File: config.mk
export PLATFORM = sky130hd
export DESIGN_NAME = shift_add_mul
export DESIGN_NICKNAME = d
export VERILOG_FILES = /design/src/rtl/shift_add_mul.sv
export SDC_FILE = /design/constraint.sdc
export NUM_CORES = 1
export LEC_CHECK = 0
export CAP_MARGIN = 20
export CORE_ASPECT_RATIO = 1.2
export CORE_UTILIZATION = 45
export DETAILED_ROUTE_END_ITERATION = 10
export GPL_TIMING_DRIVEN = 0
export PLACE_DENSITY_LB_ADDON = 0.05
export SLEW_MARGIN = 5
export SYNTH_ARGS = -nofsm -noshare
export SYNTH_HDL_FRONTEND = slang
export SYNTH_SLANG_ARGS = --single-unit
export TNS_END_PERCENT = 50
File: constraint.sdc
create_clock -name clk -period 3.1 [get_ports clk]
set_clock_uncertainty 0.2 [all_clocks]
set_input_delay 0.775 -clock clk [delete_from_list [all_inputs] [get_ports clk]]
set_output_delay 0.775 -clock clk [all_outputs]
set_load 0.01 [all_outputs]
File: src/rtl/shift_add_mul.sv
// -----------------------------------------------------------------------------
// shift_add_mul
//
// Sequential unsigned multiplier using the classic shift-and-add scheme. Each
// accepted operation takes WIDTH EXEC cycles (one partial-product step per
// cycle) followed by one DONE cycle, during which op_done pulses and the
// product is already on result.
//
// Parameters
//   WIDTH         operand width; multiples of 4 from 4 to 16
//
// Ports
//   clk           clock, all state updates on the rising edge
//   reset         synchronous active-high reset
//   op_start      begin a multiply (only honoured in IDLE)
//   op_clear      synchronous abort; returns to IDLE and zeroes result
//   multiplicand  operand A, captured when a start is accepted
//   multiplier    operand B, captured when a start is accepted
//   busy          high while the multiply is in progress (EXEC)
//   op_done       one-cycle pulse in DONE; result valid from this cycle
//   result        registered product A*B, held until next DONE/clear/reset
// -----------------------------------------------------------------------------
module shift_add_mul #(
    parameter int WIDTH = 8
) (
    input  logic               clk,
    input  logic               reset,
    input  logic               op_start,
    input  logic               op_clear,
    input  logic [WIDTH-1:0]   multiplicand,
    input  logic [WIDTH-1:0]   multiplier,
    output logic               busy,
    output logic               op_done,
    output logic [2*WIDTH-1:0] result
);

    localparam int CNT_W  = $clog2(WIDTH);
    localparam int GROUPS = WIDTH / 4;

    // One-hot encoding: busy and op_done are single state flops, so they are
    // glitch-free and can never be high together.
    typedef enum logic [2:0] {
        IDLE = 3'b001,
        EXEC = 3'b010,
        DONE = 3'b100
    } state_t;

    state_t             state_reg;
    logic [WIDTH-1:0]   mcand_reg;
    logic [WIDTH-1:0]   acc_reg;
    logic [WIDTH-1:0]   q_reg;
    logic [CNT_W-1:0]   cnt_reg;
    logic [2*WIDTH-1:0] result_reg;

    // ------------------------------------------------------------------
    // Adder: acc + (q[0] ? mcand : 0). Gating the addend makes the
    // "no add" case fall out of the same adder ({0,acc}).
    // Carry-lookahead within each 4-bit group, ripple between groups.
    // ------------------------------------------------------------------
    logic [WIDTH-1:0] add_b;
    logic [WIDTH-1:0] gen;
    logic [WIDTH-1:0] prop;
    logic [WIDTH:0]   carry;
    logic [WIDTH-1:0] sum;

    assign add_b    = q_reg[0] ? mcand_reg : '0;
    assign gen      = acc_reg & add_b;
    assign prop     = acc_reg ^ add_b;
    assign carry[0] = 1'b0;

    generate
        for (genvar gi = 0; gi < GROUPS; gi++) begin : g_cla
            localparam int B = 4 * gi;
            assign carry[B+1] = gen[B]
                              | (prop[B]   & carry[B]);
            assign carry[B+2] = gen[B+1]
                              | (prop[B+1] & gen[B])
                              | (prop[B+1] & prop[B]   & carry[B]);
            assign carry[B+3] = gen[B+2]
                              | (prop[B+2] & gen[B+1])
                              | (prop[B+2] & prop[B+1] & gen[B])
                              | (prop[B+2] & prop[B+1] & prop[B] & carry[B]);
            assign carry[B+4] = gen[B+3]
                              | (prop[B+3] & gen[B+2])
                              | (prop[B+3] & prop[B+2] & gen[B+1])
                              | (prop[B+3] & prop[B+2] & prop[B+1] & gen[B])
                              | (prop[B+3] & prop[B+2] & prop[B+1] & prop[B] & carry[B]);
        end
    endgenerate

    assign sum = prop ^ carry[WIDTH-1:0];

    // {acc,q} after this cycle's step: {c,s,q} >> 1, carry enters acc MSB.
    logic [2*WIDTH-1:0] shifted_next;
    assign shifted_next = {carry[WIDTH], sum, q_reg[WIDTH-1:1]};

    // ------------------------------------------------------------------
    // FSM and datapath
    // ------------------------------------------------------------------
    always_ff @(posedge clk) begin
        if (reset || op_clear) begin
            state_reg  <= IDLE;
            mcand_reg  <= '0;
            acc_reg    <= '0;
            q_reg      <= '0;
            cnt_reg    <= '0;
            result_reg <= '0;
        end else begin
            case (state_reg)
                IDLE: begin
                    if (op_start) begin
                        mcand_reg <= multiplicand;
                        q_reg     <= multiplier;
                        acc_reg   <= '0;
                        cnt_reg   <= '0;
                        state_reg <= EXEC;
                    end
                end
                EXEC: begin
                    acc_reg <= shifted_next[2*WIDTH-1:WIDTH];
                    q_reg   <= shifted_next[WIDTH-1:0];
                    cnt_reg <= cnt_reg + 1'b1;
                    if (cnt_reg == CNT_W'(WIDTH - 1)) begin
                        // Capture the product including this final step so
                        // it is visible in the same cycle op_done is high.
                        result_reg <= shifted_next;
                        state_reg  <= DONE;
                    end
                end
                DONE: begin
                    state_reg <= IDLE;
                end
                default: begin
                    state_reg <= IDLE;
                end
            endcase
        end
    end

    assign busy    = state_reg[1];
    assign op_done = state_reg[2];
    assign result  = result_reg;

endmodule

Yosys cells after proc, flatten, opt, wreduce, memory -nomap -nowiden
Index checks and enable logic that the tools add are counted.

cells by class
  reduce and logical (&&, ||, !) cells = 6
  bitwise logic cells = 44
  equal/unequal tests = 5
  $add $sub $neg = 1
  mux-type cells = 10

operators by type and width
  kind                 count
  $pmux 8 s2           2
  $and 1x1->1          25
  $mux 8               3
  $or 1x1->1           16
  $xor 8x8->8          2
  $pmux 3 s2           2
  $mux 3               3
  $and 8x8->8          1
  $reduce_and 2->1     4
  $ne 2x2->1 const B   2
  $add 3x1->3 const B  1
  $eq 3x1->1 const B   1
  $eq 3x2->1 const B   1
  $eq 3x3->1 const B   1
  $reduce_bool 2->1    1
  $logic_or 1x1->1     1

storage, ports and cells
  input port bits = 20
  register bits = 46
  output and inout port bits = 18

Longest topological paths before layout
Gate-level depths: netlist of run 1.

  depth after elaboration = 10
  gate-level depth with buffers = 8
  mapped depth without buffers = 8

Least setup slack after synthesis of run 1
No wires, ideal clock.

  path kind = register -> register
  start = register q_reg[0]
  end = register acc_reg[3]
  period minus slack after synthesis = 2381 ps
  path buffers = 0
  data required time = 2835 ps
  stages on the path, launching flop included = 9
  library setup time = 65 ps
  setup slack = 719 ps
  data arrival time = 2116 ps
  cell sequence = dfxtp_1 and2_1 ha_1 a21o_1 a211oi_1 fa_1 nor3_1 a21oi_1 nor2_1

on the way
  longest elaborated chain between the ends = 8
  elaborated cells on any way between the ends = 13
  those cells by class = mux (2); bitwise (11)

RTL lines
  element                                     RTL line  text
  from (decl)                                 51        logic [WIDTH-1:0] q_reg;
  from (signal assigned)                      113       q_reg <= multiplier;
  from (signal assigned)                      121       q_reg <= shifted_next[WIDTH-1:0];
  $mux 8 *                                    66        assign add_b = q_reg[0] ? mcand_reg : '0;
  $xor 8x8->8 or $and 8x8->8 (tied branches)  68, 67
  $and 1x1->1, on equally long branches       n/a
  $or 1x1->1 (tied with other cells)          84        | (prop[B+3] & gen[B+2])
  $or 1x1->1 or $and 1x1->1 (tied branches)   85, 86
  $or 1x1->1                                  86        | (prop[B+3] & prop[B+2] & prop[B+1] & gen[B])
  $xor 8x8->8 *                               91        assign sum = prop ^ carry[WIDTH-1:0];
  $pmux 8 s2 *                                109       case (state_reg)
  to (signal assigned)                        120       acc_reg <= shifted_next[2*WIDTH-1:WIDTH];
  to (decl)                                   50        logic [WIDTH-1:0] acc_reg;

Mark *: on every way between the ends. The rest lies on a longest branch, timed or not.
A chain may end at the register's enable or synchronous reset.

Final worst setup path of run 1
Ends and elaborated chain as after synthesis.

==> flow_summary.ini, run 1 <==
[clock_tree]
cts_max_level = 2
cts.path.max_buffers = 2
cts_tree = done
clkSinkCount = 46
cts.clk_slew.worst_paths_ns = 0.09
cts_made_buffers = 5
cts_setup_buffers = 0
ctsHoldBuffers = 0
insertion_delay_ns = 0.30
cts_resized = 0
cts_root_buffer = clkbuf_8

[timing]
slew_viol_final = 0
whs_ns = 0.258
worst_slack_ns = 0.336
layout_min_cycle_time_ns = 2.76
worst_slew_pin_slew_ns = 0.662
setup_viol = 0
finalCritPeriodShare = 0.892
fmax_ghz = 0.362
rsz0062_at_grt = false
maxSlewHeadroom = 0.557
hold_viol_final = 0
tns_ns = 0

[critical_path]
rrSetupSlack_ns = 0.34
r2r_start = q_reg[0]
crit_path_max_fanout = 9
ff2ff_path_depth = 8
worstReg2RegEnd = acc_reg[3]
critPathRequiredTime_ns = 3.14
setup.worst_path.class = reg -> reg
cp.arrival_ns = 2.80
startpoint = q_reg[0]
startpoint_type = flip-flop
endpoint_kind = flip-flop
endpoint = acc_reg[3]

[finish]
largest_reg_flops = 16
final_core_util = 0.602
area_growth_pct = 25.6
fin_cells = 344
fillers = 425
antenna_cells = 0
drive_gt1_frac = 0.0590
nNetsFinal = 319

[floorplan]
fp.dieW_um = 64.2
initial_core_util = 0.479
die_h_um = 76.6
ios = 38
die-area_um2 = 4920
core_area_um2 = 4360
rows = 26

[synthesis]
avgSynthCellArea_um2 = 8.60
synth_cell_types = 34
ys.flop_type = dfxtp_1
syn_inst = 243
syn_nets = 275
ys_warn_count = 0
yosysTopAreaCell = dfxtp_1
synth.top_cell.area_share = 0.441
synth_edf_count = 0
syn_area_um2 = 2090
synth_seq_cells = 46
async_flop_share = 0
yosysSeqAreaShare = 0.441
synthTopCellsByArea = dfxtp_1 44%, nand2_1 8.4%, a21oi_1 6.7%

[placement]
place_congestion = 0.800
post-place-ws_ns = 0.364
place_hpwl_mm = 3.50
placed_cells = 336
port-buffer-count = 37

[routing]
first_pass_iters = 4
wl_per_cell_um = 14.5
drt-total-wl_mm = 4.98
num_vias = 1814
avgViaCountPerCell = 5.27
drt_first_iter_violations = 93
drtAntennaViolNets = 0
drt_drc_violations_left = 0

[grt]
grt_pass1_wl_mm = 8.20
antenna_found_initial = 0
grt_pass1_vias = 1699
grt_max_degree = 17
grt-ovfl-total = 0
grt.total_usage = 0.221

[status]
status = completed

[power]
irDropWorstVdd_mv = 0.269
power.density_nw_per_um2 = 410
p_leak_nw = 0.971

[hold_path]
hp-class = reg -> reg

[job]
maxCapViolations = 0
[critical path, cell delays in order (launching register included)]
cell,delay [ns]
dfxtp_1,0.50
and2_1,0.19
ha_1,0.27
and4_1,0.23
a211oi_1,0.42
fa_1,0.53
nor3_1,0.20
a21oi_1,0.06
nor2_1,0.09
[layer usage]
metal,global-route usage,share of wire,vias up
li1,-,-,928
met1,0.283,0.46,822
met2,0.360,0.47,51
met5,0,0,-
met3,0.0449,0.042,13
met4,0.0911,0.028,0
[Yosys cell counts (3+ instances only)]
master    count
buf_2         3
a22oi_1       6
and2_1        9
dfxtp_1      46
inv_1         4
a21o_1        4
clkbuf_1     10
nor2_1       23
ha_1         10
nand2_1      47
a21oi_1      28
nand3_1       5
mux2i_1       8
a211oi_1     12
[layout make-up]
type | instances | area [um2] | area share
multi-input combinational | 180 | 1100 | 0.420
timing repair buffer | 37 | 370 | 0.141
clock inverter | 3 | 25.0 | 0.00954
tap | 56 | 70.1 | 0.0267
clock buffer | 5 | 68.8 | 0.0262
buffer | 13 | 52.6 | 0.0200
sequential | 46 | 921 | 0.351
inverter | 4 | 15.0 | 0.00572
[logic make-up (layout without fill, tap and decap cells)]
family	after synthesis	in the layout	share of synthesized area
flops	46	46	0.441
simple gates	95	95	0.201
xor+xnor	4	4	0.0168
buf+inv	17	62	0.0323
compound gates	61	61	0.192
mux	8	8	0.0383
fa+ha+maj	12	12	0.0790
[how the worst min path moves through the flow]
| stage | from | to | slack [ns] | cells past startpoint |
|---|---|---|---|---|
| 6_report | mcand_reg[6] | mcand_reg[6] | 0.26 | 2 |
| 3_5_place_dp | mcand_reg[3] | mcand_reg[3] | 0.25 | 2 |
| 2_1_floorplan | mcand_reg[0] | mcand_reg[0] | 0.23 | 2 |
| 4_1_cts | mcand_reg[3] | mcand_reg[3] | 0.26 | 2 |
| 3_3_place_gp | result[5] | result[5] | 0.24 | 2 |
| 5_1_grt | mcand_reg[2] | mcand_reg[2] | 0.28 | 2 |
[per-stage QoR]
stage / total power [mW] / area (um2)
after floorplan: 0.663 / 2090
after global placement: 0.706 / 2530
after detailed placement: 0.707 / 2530
after CTS: 1.09 / 2620
after global routing: 1.12 / 2620
final: 1.08 / 2620
[power by group]
| part | switching, mW | total (mW) | leakage (nW) | internal [mW] |
|---|---|---|---|---|
| Sequential | 0.00823 | 0.608 | 0.372 | 0.600 |
| Clock | 0.221 | 0.384 | 0.0447 | 0.163 |
| Combinational | 0.0454 | 0.0841 | 0.554 | 0.0387 |
| Total | 0.275 | 1.08 | 0.971 | 0.802 |
[cell usage in the layout (no fill, tap or decap), types with 5 or more instances in the layout]
master	Yosys	final
clkdlybuf4s50_1	0	37
nor2_1	23	23
and2_1	9	9
clkbuf_1	10	10
a21oi_1	28	28
nand3_1	5	5
a211oi_1	12	12
a22oi_1	6	6
clkbuf_8	0	5
ha_1	10	10
nand2_1	47	47
mux2i_1	8	8
dfxtp_1	46	46
Note: power is estimated with default switching activity, not from simulation.
==> run 2: changes to the inputs <==
==> constraint.sdc (replaced) <==
create_clock -name clk -period 2.79 [get_ports clk]
set_clock_uncertainty 0.2 [all_clocks]
set_input_delay 0.6975 -clock clk [delete_from_list [all_inputs] [get_ports clk]]
set_output_delay 0.6975 -clock clk [all_outputs]
set_load 0.01 [all_outputs]
==> run 2 against run 1 <==
Compared with the run above: hold slack barely moved; maximum frequency up 9.0%; cell count did not move; cell area is 0.24% higher; setup slack worse by 0.082 ns; count of clock-buffer cells in the layout stayed put; combinational power rose by 11%; core utilization grew 0.14 points; first-iteration DRC count is 15% lower; highest routed layer unchanged.
==> flow_summary.ini, run 2 (synthesized netlist as in run 1, its figures left out) <==
[routing]
drt_first_iter_violations = 79
wl_per_cell_um = 14.5
drt-total-wl_mm = 4.97
num_vias = 1823
drtAntennaViolNets = 0
first_pass_iters = 4
avgViaCountPerCell = 5.30
drt_drc_violations_left = 0

[job]
maxCapViolations = 0

[critical_path]
slowest_delay_ns = 0.50
cp.arrival_ns = 2.58
crit_path_max_fanout = 9
startpoint = q_reg[0]
setup.worst_path.class = reg -> reg
endpoint_kind = flip-flop
r2r_start = q_reg[0]
cp_cell_sequence = and2_1, ha_1, and4_1, a211oi_2, fa_1, nor3_1, a21oi_1, nor2_1
cpMaxStageDelayCell = fa_1
critPathRequiredTime_ns = 2.83
startpoint_type = flip-flop

[grt]
grt.total_usage = 0.221
grt_max_degree = 17
grt_pass1_wl_mm = 8.20
use_met1 = 0.283
grt_util_met2 = 0.360
grt_pass1_vias = 1699
grt-ovfl-total = 0
busiest_layer = met2
antenna_found_initial = 0
grtUsageMet3 = 0.0449

[timing]
rsz0062_at_grt = false
worst_slew_pin_slew_ns = 0.657
worst_slack_ns = 0.254
setup_viol = 0
finalCritPeriodShare = 0.909
fmax_ghz = 0.394
tns_ns = 0
layout_min_cycle_time_ns = 2.54
slew_viol_final = 0
maxSlewHeadroom = 0.560
hold_viol_final = 0

[clock_tree]
cts.path.max_buffers = 2
cts_made_buffers = 5
cts.clk_slew.worst_paths_ns = 0.09
cts_resized = 0
clkSinkCount = 46
ctsHoldBuffers = 0
insertion_delay_ns = 0.30
cts_root_buffer = clkbuf_8
cts_tree = done
cts_setup_buffers = 0
cts_max_level = 2

[finish]
area_growth_pct = 25.9
final_common_cell = nand2_1
antenna_cells = 0
fin_cells = 344
design_area_um2 = 2630
drive_gt1_frac = 0.0660
nNetsFinal = 319
layout_common_cells = 47 x nand2_1, 45 x dfxtp_1, 37 x clkdlybuf4s50_1, 28 x a21oi_1, 23 x nor2_1
largest_reg_flops = 16

[floorplan]
die-area_um2 = 4920
fp.dieW_um = 64.2
core_area_um2 = 4360
rows = 26
die_h_um = 76.6
initial_core_util = 0.479
ios = 38

[placement]
post-place-ws_ns = 0.0545
placed_area_um2 = 2530
placed_cells = 336
port-buffer-count = 37
place_congestion = 0.800
place_hpwl_mm = 3.50

[power]
swShare = 0.255
power.density_nw_per_um2 = 455
irDropWorstVdd_mv = 0.299
power.switching_mw = 0.304
p_leak_nw = 0.972
power.internal_mw = 0.891
p_clk_frac = 0.356
comb_power_share = 0.078
p_seq_frac = 0.566

[status]
status = completed

[hold_path]
hp-class = reg -> reg
min-delay-start = mcand_reg[5]
run 2: cell count changes in the layout (fill, tap and decap cells not counted):
cell,delta
a211oi_2,+1
dfxtp_2,+1
dfxtp_1,-1
a211oi_1,-1
run 2: cell type report:
type | instances | area, um2
multi-input cells | 180 | 1110
fillers | 426 | 1730
flip-flops and latches | 46 | 922
repair buffers | 37 | 370
clock buffers | 5 | 68.8
plain buffers | 13 | 52.6
inverters | 4 | 15.0
well taps | 56 | 70.1
clock inverters | 3 | 25.0
run 2: power by group through the flow:
stage | Sequential [mW] | Clock (mW) | Combinational, mW
after global placement | 0.691 | 0 | 0.0934
after global routing | 0.678 | 0.464 | 0.104
final | 0.676 | 0.426 | 0.0933
after detailed placement | 0.692 | 0 | 0.0936
after CTS | 0.676 | 0.436 | 0.0939
after floorplan | 0.688 | 0 | 0.0484
run 2: path summary, 6_finish.rpt:
check | slack (ns) | endpoint | cells after the start
min | 0.26 | mcand_reg[5] | 2
min reg2reg | 0.26 | mcand_reg[5] | 2
max reg2reg | 0.25 | acc_reg[3] | 8
max | 0.25 | acc_reg[3] | 8
run 2: worst max-delay path: cells and delay by family (launching register included):
kind | cells | cell delay, ns
AND/OR/NAND/NOR | 4 | 0.69
AO/OA/AOI/OAI | 2 | 0.36
flip-flops | 1 | 0.38
adder cells (fa/ha/maj) | 2 | 0.84
run 2: metrics by stage:
stage | hold slack, ns | util | power, mW
6_report | 0.258 | 0.603 | 1.20
5_1_grt | 0.281 | 0.603 | 1.25
4_1_cts | 0.262 | 0.602 | 1.21
3_5_place_dp | 0.248 | 0.580 | 0.785
3_3_place_gp | 0.242 | 0.580 | 0.785
2_1_floorplan | 0.232 | - | 0.736
run 2: layer usage:
metal	part of all wire	wire length, um
met3	0.049	242
met5	0	0
met1	0.46	2290
met2	0.47	2320
met4	0.025	122
